[config.mk]
export PLATFORM = sky130hd
export DESIGN_NAME = mean_unit
export DESIGN_NICKNAME = d
export VERILOG_FILES = /design/src/rtl/mean_unit_pkg.sv /design/src/rtl/mean_unit_seq_divider.sv /design/src/rtl/mean_unit.sv
export SDC_FILE = /design/constraint.sdc
export NUM_CORES = 1
export LEC_CHECK = 0
export CORE_ASPECT_RATIO = 0.5
export CORE_UTILIZATION = 56
export DETAILED_ROUTE_END_ITERATION = 10
export PLACE_DENSITY = 0.75
export SLEW_MARGIN = 20
export SYNTH_ARGS = -nofsm -noshare
export SYNTH_HDL_FRONTEND = slang
export SYNTH_SLANG_ARGS = --single-unit
[constraint.sdc]
create_clock -name clk -period 6.95 [get_ports clk]
set_clock_uncertainty 0.15 [all_clocks]
set_input_delay 1.0425 -clock clk [delete_from_list [all_inputs] [get_ports clk]]
set_output_delay 1.0425 -clock clk [all_outputs]
set_load 0.005 [all_outputs]
[src/rtl/mean_unit_pkg.sv]
// mean_unit_pkg: shared constants and types for the streaming mean unit.
//   DIV_ITER  - quotient bits produced by the sequential divider (one per cycle)
//   state_t   - accumulator FSM state
//   acc_t     - default-width accumulator type
//   len_t     - default-width block length type
package mean_unit_pkg;

    localparam int DATA_W_DEF = 32;
    localparam int LEN_W_DEF  = 32;
    localparam int ACC_W_DEF  = 64;
    localparam int DIV_ITER   = DATA_W_DEF;

    typedef enum logic [0:0] {
        IDLE  = 1'b0,
        ACCUM = 1'b1
    } state_t;

    typedef logic [ACC_W_DEF-1:0] acc_t;
    typedef logic [LEN_W_DEF-1:0] len_t;

endpackage

[src/rtl/mean_unit_seq_divider.sv]
// seq_divider: restoring unsigned divider, one quotient bit per clock.
//   clk, reset (async, active-low)
//   start     - load operands (ignored while busy)
//   dividend  - DVD_W-bit dividend
//   divisor   - DVS_W-bit divisor
//   busy      - high from the load edge until the result edge
//   done      - high in the cycle before the result edge; quotient valid then
//   quotient  - Q_W-bit floor quotient, all ones when it would not fit
//   saturated - quotient overflow detected at load
// Timing: load edge, then Q_W iteration edges, then one edge with done high.
module seq_divider
    import mean_unit_pkg::*;
#(
    parameter int DVD_W = 72,
    parameter int DVS_W = 32,
    parameter int Q_W   = DIV_ITER
) (
    input  logic             clk,
    input  logic             reset,
    input  logic             start,
    input  logic [DVD_W-1:0] dividend,
    input  logic [DVS_W-1:0] divisor,
    output logic             busy,
    output logic             done,
    output logic [Q_W-1:0]   quotient,
    output logic             saturated
);

    localparam int CNT_W = $clog2(Q_W + 1);

    logic [CNT_W-1:0] cnt;
    logic [DVS_W-1:0] rem;
    logic [DVS_W-1:0] dvs;
    logic [Q_W-1:0]   shreg;
    logic [DVS_W:0]   trial;
    logic             q_bit;
    logic [DVD_W:0]   limit;
    logic             sat_detect;

    // Overflow when dividend >= divisor * 2^Q_W; a zero divisor also lands here.
    always_comb begin
        limit      = (DVD_W + 1)'(divisor) << Q_W;
        sat_detect = ({1'b0, dividend} >= limit);
    end

    // Partial remainder stays below the divisor, so one extra bit suffices
    // for the shifted trial value.
    always_comb begin
        trial = {rem, shreg[Q_W-1]};
        q_bit = (trial >= {1'b0, dvs});
    end

    always_ff @(posedge clk or negedge reset) begin
        if (!reset) begin
            busy      <= 1'b0;
            cnt       <= '0;
            rem       <= '0;
            dvs       <= '0;
            shreg     <= '0;
            saturated <= 1'b0;
        end else if (start && !busy) begin
            busy      <= 1'b1;
            cnt       <= CNT_W'(Q_W);
            rem       <= DVS_W'(dividend >> Q_W);
            shreg     <= dividend[Q_W-1:0];
            dvs       <= divisor;
            saturated <= sat_detect;
        end else if (busy) begin
            if (cnt != '0) begin
                cnt   <= cnt - CNT_W'(1);
                rem   <= q_bit ? DVS_W'(trial - {1'b0, dvs}) : DVS_W'(trial);
                // Dividend bits shift out the top while quotient bits enter below.
                shreg <= {shreg[Q_W-2:0], q_bit};
            end else begin
                busy <= 1'b0;
            end
        end
    end

    assign done     = busy && (cnt == '0);
    assign quotient = saturated ? '1 : shreg;

endmodule

[src/rtl/mean_unit.sv]
// mean_unit: streaming fixed-point averager.
// Accumulates data_len unsigned samples framed by start_data, divides the sum
// (scaled by 2^frac_bits) by the length, and holds the mean until the next
// completed block.
//   clk        - rising-edge clock
//   reset      - asynchronous, active-low reset
//   data_len   - samples per block, sampled with start_data
//   data_in    - unsigned sample, accepted when valid
//   valid      - sample qualifier
//   start_data - block-start strobe
//   mean       - Q(DATA_W-frac_bits).frac_bits mean of the last block
//   mean_valid - one-cycle pulse on each mean update (only with MEAN_UNIT_DONE_EN)
// Optional feature macro: MEAN_UNIT_DONE_EN.
module mean_unit
    import mean_unit_pkg::*;
#(
    parameter int frac_bits = 8,
    parameter int DATA_W    = DATA_W_DEF,
    parameter int LEN_W     = LEN_W_DEF,
    parameter int ACC_W     = ACC_W_DEF
) (
    input  logic              clk,
    input  logic              reset,
    input  logic [LEN_W-1:0]  data_len,
    input  logic [DATA_W-1:0] data_in,
    input  logic              valid,
    input  logic              start_data,
    output logic [DATA_W-1:0] mean
`ifdef MEAN_UNIT_DONE_EN
    ,
    output logic              mean_valid
`endif
);

    localparam int DVD_W = ACC_W + frac_bits;

    state_t             state;
    logic [ACC_W-1:0]   acc;
    logic [LEN_W-1:0]   count;
    logic [LEN_W-1:0]   len_q;

    logic               pend_valid;
    logic [ACC_W-1:0]   pend_sum;
    logic [LEN_W-1:0]   pend_len;

    logic               handoff;
    logic               div_start;
    logic [DVD_W-1:0]   div_dividend;
    logic [LEN_W-1:0]   div_divisor;
    logic               div_busy;
    logic               div_done;
    logic [DATA_W-1:0]  div_quotient;
    logic               div_sat;

    // A full block is handed off the cycle after its final sample lands.
    // The queued block is older, so it goes to the divider first.
    always_comb begin
        handoff      = (state == ACCUM) && (count == len_q);
        div_start    = !div_busy && (pend_valid || handoff);
        div_dividend = pend_valid ? (DVD_W'(pend_sum) << frac_bits)
                                  : (DVD_W'(acc) << frac_bits);
        div_divisor  = pend_valid ? pend_len : len_q;
    end

    // Accumulator FSM; a zero-length block never leaves IDLE.
    always_ff @(posedge clk or negedge reset) begin
        if (!reset) begin
            state <= IDLE;
            acc   <= '0;
            count <= '0;
            len_q <= '0;
        end else if (start_data) begin
            acc   <= valid ? ACC_W'(data_in) : '0;
            count <= valid ? LEN_W'(1) : '0;
            len_q <= data_len;
            state <= (data_len == '0) ? IDLE : ACCUM;
        end else if (state == ACCUM) begin
            if (count == len_q) begin
                state <= IDLE;
            end else if (valid) begin
                acc   <= acc + ACC_W'(data_in);
                count <= count + LEN_W'(1);
            end
        end
    end

    // One-deep holding register; a newer completion replaces a queued one.
    always_ff @(posedge clk or negedge reset) begin
        if (!reset) begin
            pend_valid <= 1'b0;
            pend_sum   <= '0;
            pend_len   <= '0;
        end else if (handoff && (div_busy || pend_valid)) begin
            pend_valid <= 1'b1;
            pend_sum   <= acc;
            pend_len   <= len_q;
        end else if (div_start && pend_valid) begin
            pend_valid <= 1'b0;
        end
    end

    seq_divider #(
        .DVD_W (DVD_W),
        .DVS_W (LEN_W),
        .Q_W   (DATA_W)
    ) u_div (
        .clk       (clk),
        .reset     (reset),
        .start     (div_start),
        .dividend  (div_dividend),
        .divisor   (div_divisor),
        .busy      (div_busy),
        .done      (div_done),
        .quotient  (div_quotient),
        .saturated (div_sat)
    );

    always_ff @(posedge clk or negedge reset) begin
        if (!reset) begin
            mean <= '0;
        end else if (div_done) begin
            mean <= div_quotient;
        end
    end

`ifdef MEAN_UNIT_DONE_EN
    always_ff @(posedge clk or negedge reset) begin
        if (!reset) begin
            mean_valid <= 1'b0;
        end else begin
            mean_valid <= div_done;
        end
    end
`endif

endmodule

==> impl_metrics.json <==
{
  "gr-total-overflow": 0,
  "clk_path_buf_depth": 3,
  "synthCells": 2101,
  "ir_drop_v": 0.0001445,
  "netlist_area_sq_mm": 0.02090,
  "fillCellCount": 2930,
  "drt_wl_total_um": 55590,
  "dp_hpwl_um": 39710,
  "synthesis.nets": 2270,
  "tns_ns": 0,
  "port-buffer-count": 99,
  "worst_setup_path_end_kind": "register",
  "final_core_util_pct": 64.41,
  "vias_per_cell": 6.195,
  "ys_ff_latch": 362,
  "routedWlPerCell_um": 20.95,
  "use_met2_pct": 40.36,
  "cts_tree": "done",
  "setup_viol": 0,
  "critPathLaunchType": "register",
  "p_leak_uw": 0.01078,
  "antenna_found_initial": 1,
  "rr_worst_depth": 10,
  "cts_made_buffers": 34,
  "place.gp.congestion": 0.9110,
  "worstPathMaxFanout": 35,
  "fin_crit_sh_pct": 64.65,
  "drt_iter0_drc": 1672,
  "grt_setup_unrepaired": "no",
  "met1_usage_pct": 47.87,
  "coreArea_sq_mm": 0.03636,
  "ant_nets": 0,
  "cap_viol_max_count": 0,
  "yosys_warnings": 0,
  "via_count": 16435,
  "holdPathStages": 2,
  "max_freq_mhz": 222.5,
  "place_inst": 2593,
  "final_hold_viol_count": 0,
  "num_antenna_cells": 0,
  "grt_usage_pct": 29.66,
  "path_clk_slew_ns": 0.07,
  "floorplan.initialDensity_pct": 57.48,
  "ctsResizeCount": 0,
  "dieArea_sq_mm": 0.03814,
  "hold_class": "register to register",
  "die_h_um": 138.6,
  "drive_gt1_share_pct": 12.45,
  "synthFlopType": "dfrtp_1",
  "yosysUniqueCellTypes": 76,
  "clkLatencyLatePin_ns": 0.56,
  "num_rows": 49,
  "crit_type": "register to register",
  "synth_top_area_cell": "dfrtp_1",
  "instances_no_fill": 2653,
  "crit_required_ns": 7.22,
  "fin_crit_ns": 4.494,
  "die_w_um": 275.2,
  "root_buffer": "clkbuf_16",
  "synth_top_area_share_pct": 43.35,
  "cts_setup_buffers": 0,
  "final_nets": 2314,
  "ios": 100,
  "finalPower_uw": 5053,
  "async_reset_ff_share_pct": 100.0,
  "tightestPinTransition_ns": 1.016,
  "outcome": "finished, final reports clean",
  "slew_headroom_pct": 30.31,
  "p_per_area_mw_per_mm2": 215.8,
  "arrival_ns": 4.77,
  "grt_max_degree": 158,
  "synth-edff-count": 0,
  "drc": 0,
  "grt.busiest_layer": "met1",
  "drt-pass1-iter-count": 5,
  "grt_pass1_wl_um": 88620,
  "cts_hold_buf": 0,
  "ys_seq_area_share_pct": 43.35,
  "htreeDepth": 2,
  "cts.sinks": 362,
  "synth_area_leaders": "dfrtp_1 43%, mux2_2 9.2%, ha_1 5.9%",
  "syn_area_per_cell_sq_um": 9.947,
  "grtUsageMet3_pct": 7.098,
  "syn_to_final_growth_pct": 12.05,
  "slew_violations": 0,
  "grt_pass1_vias": 15731
}
[worst max-delay path, cell delays in order, from the launching register on]
cell and delay (ns):
dfrtp_1 0.45, xor2_1 0.17, nor4_1 0.43, nand4_1 0.19, or2_2 0.35, nor2_1 0.71
o21ba_2 0.85, nor2_2 0.23, buf_4 0.32, a22o_1 0.21, a211o_1 0.27
[cells in the final DEF, fill, tap and decap left out, drive strengths merged, types with 21 or more instances in the layout]
master / Yosys / layout
dfrtp: 362 / 362
nand2: 204 / 204
mux2: 170 / 170
nor2: 162 / 162
o21ai: 150 / 150
ha: 99 / 99
a21oi: 98 / 98
clkdlybuf4s50: 0 / 97
mux2i: 74 / 74
xor2: 71 / 71
inv: 67 / 69
xnor2: 66 / 66
a221o: 51 / 51
nand3: 47 / 47
and3: 45 / 45
clkbuf: 91 / 45
a21o: 38 / 38
nor4: 37 / 37
nor3: 33 / 33
nand4: 21 / 21
[metrics by stage]
stage | setup slack [ns] | area [sq um] | hold WS [ns]
2_1_floorplan | 2.993 | 20900 | 0.2998
3_5_place_dp | 2.194 | 22240 | 0.3199
6_report | 2.456 | 23420 | 0.3279
3_3_place_gp | 2.244 | 22240 | 0.3101
4_1_cts | 2.550 | 23420 | 0.3344
5_1_grt | 2.249 | 23420 | 0.3534
[per-layer routing]
| metal | part of all wire (%) | vias to the layer above | wire [um] |
|---|---|---|---|
| met5 | 0.023 | - | 13 |
| met2 | 41 | 565 | 22550 |
| met3 | 9.2 | 57 | 5087 |
| met1 | 49 | 8136 | 27230 |
| met4 | 1.3 | 2 | 719 |
| li1 | - | 7675 | - |
[final cells by class]
type / instances / area (sq um) / area share, %
clock inverters: 15 / 226.5 / 0.9671
clock buffers: 45 / 952.2 / 4.066
multi-input cells: 1563 / 11180 / 47.75
repair buffers: 116 / 1134 / 4.841
flip-flops and latches: 362 / 9064 / 38.70
inverters: 68 / 255.2 / 1.090
well taps: 484 / 605.6 / 2.586
[synth_stat cells, types with 45 or more instances]
master / n
nor2_1: 161
ha_1: 99
a221o_1: 51
o21ai_0: 150
a21oi_1: 98
mux2_2: 170
dfrtp_1: 362
xnor2_1: 66
inv_1: 67
and3_1: 45
mux2i_1: 74
xor2_1: 71
nand3_1: 47
nand2_1: 204
clkbuf_1: 91
[power by group]
| group | total [uW] | switching [uW] | internal, uW |
|---|---|---|---|
| clock network | 2000 | 871 | 1130 |
| logic | 778 | 469 | 309 |
| registers | 2270 | 111 | 2160 |
[path summary, 6_finish.rpt]
kind / endpoint / startpoint / slack (ns)
max: u_div.rem[20] / count[8] / 2.46
max in group asynchronous: pend_valid / reset / 4.93
max reg2reg: u_div.rem[20] / count[8] / 2.46
min reg2reg: mean[9] / mean[9] / 0.33
min in group asynchronous: count[17] / reset / 0.34
min: mean[9] / mean[9] / 0.33
[registers in the layout, indices dropped and copies added (netlist names)]
register and flops:
acc 64, count 32, len_q 32, mean 32, pend_len 32, pend_sum 64
pend_valid 1, state 1, u_div.busy 1, u_div.cnt 6, u_div.dvs 32, u_div.rem 32
u_div.saturated 1, u_div.shreg 32
[logic make-up after synthesis]
group | Yosys count | synth area share (%)
flops | 362 | 43.35
simple gates | 615 | 13.78
fa+ha+maj | 102 | 6.167
compound gates | 465 | 14.93
buf+inv | 176 | 3.341
xor+xnor | 137 | 5.741
mux | 244 | 12.70
Power figures use the tool's default switching activity.
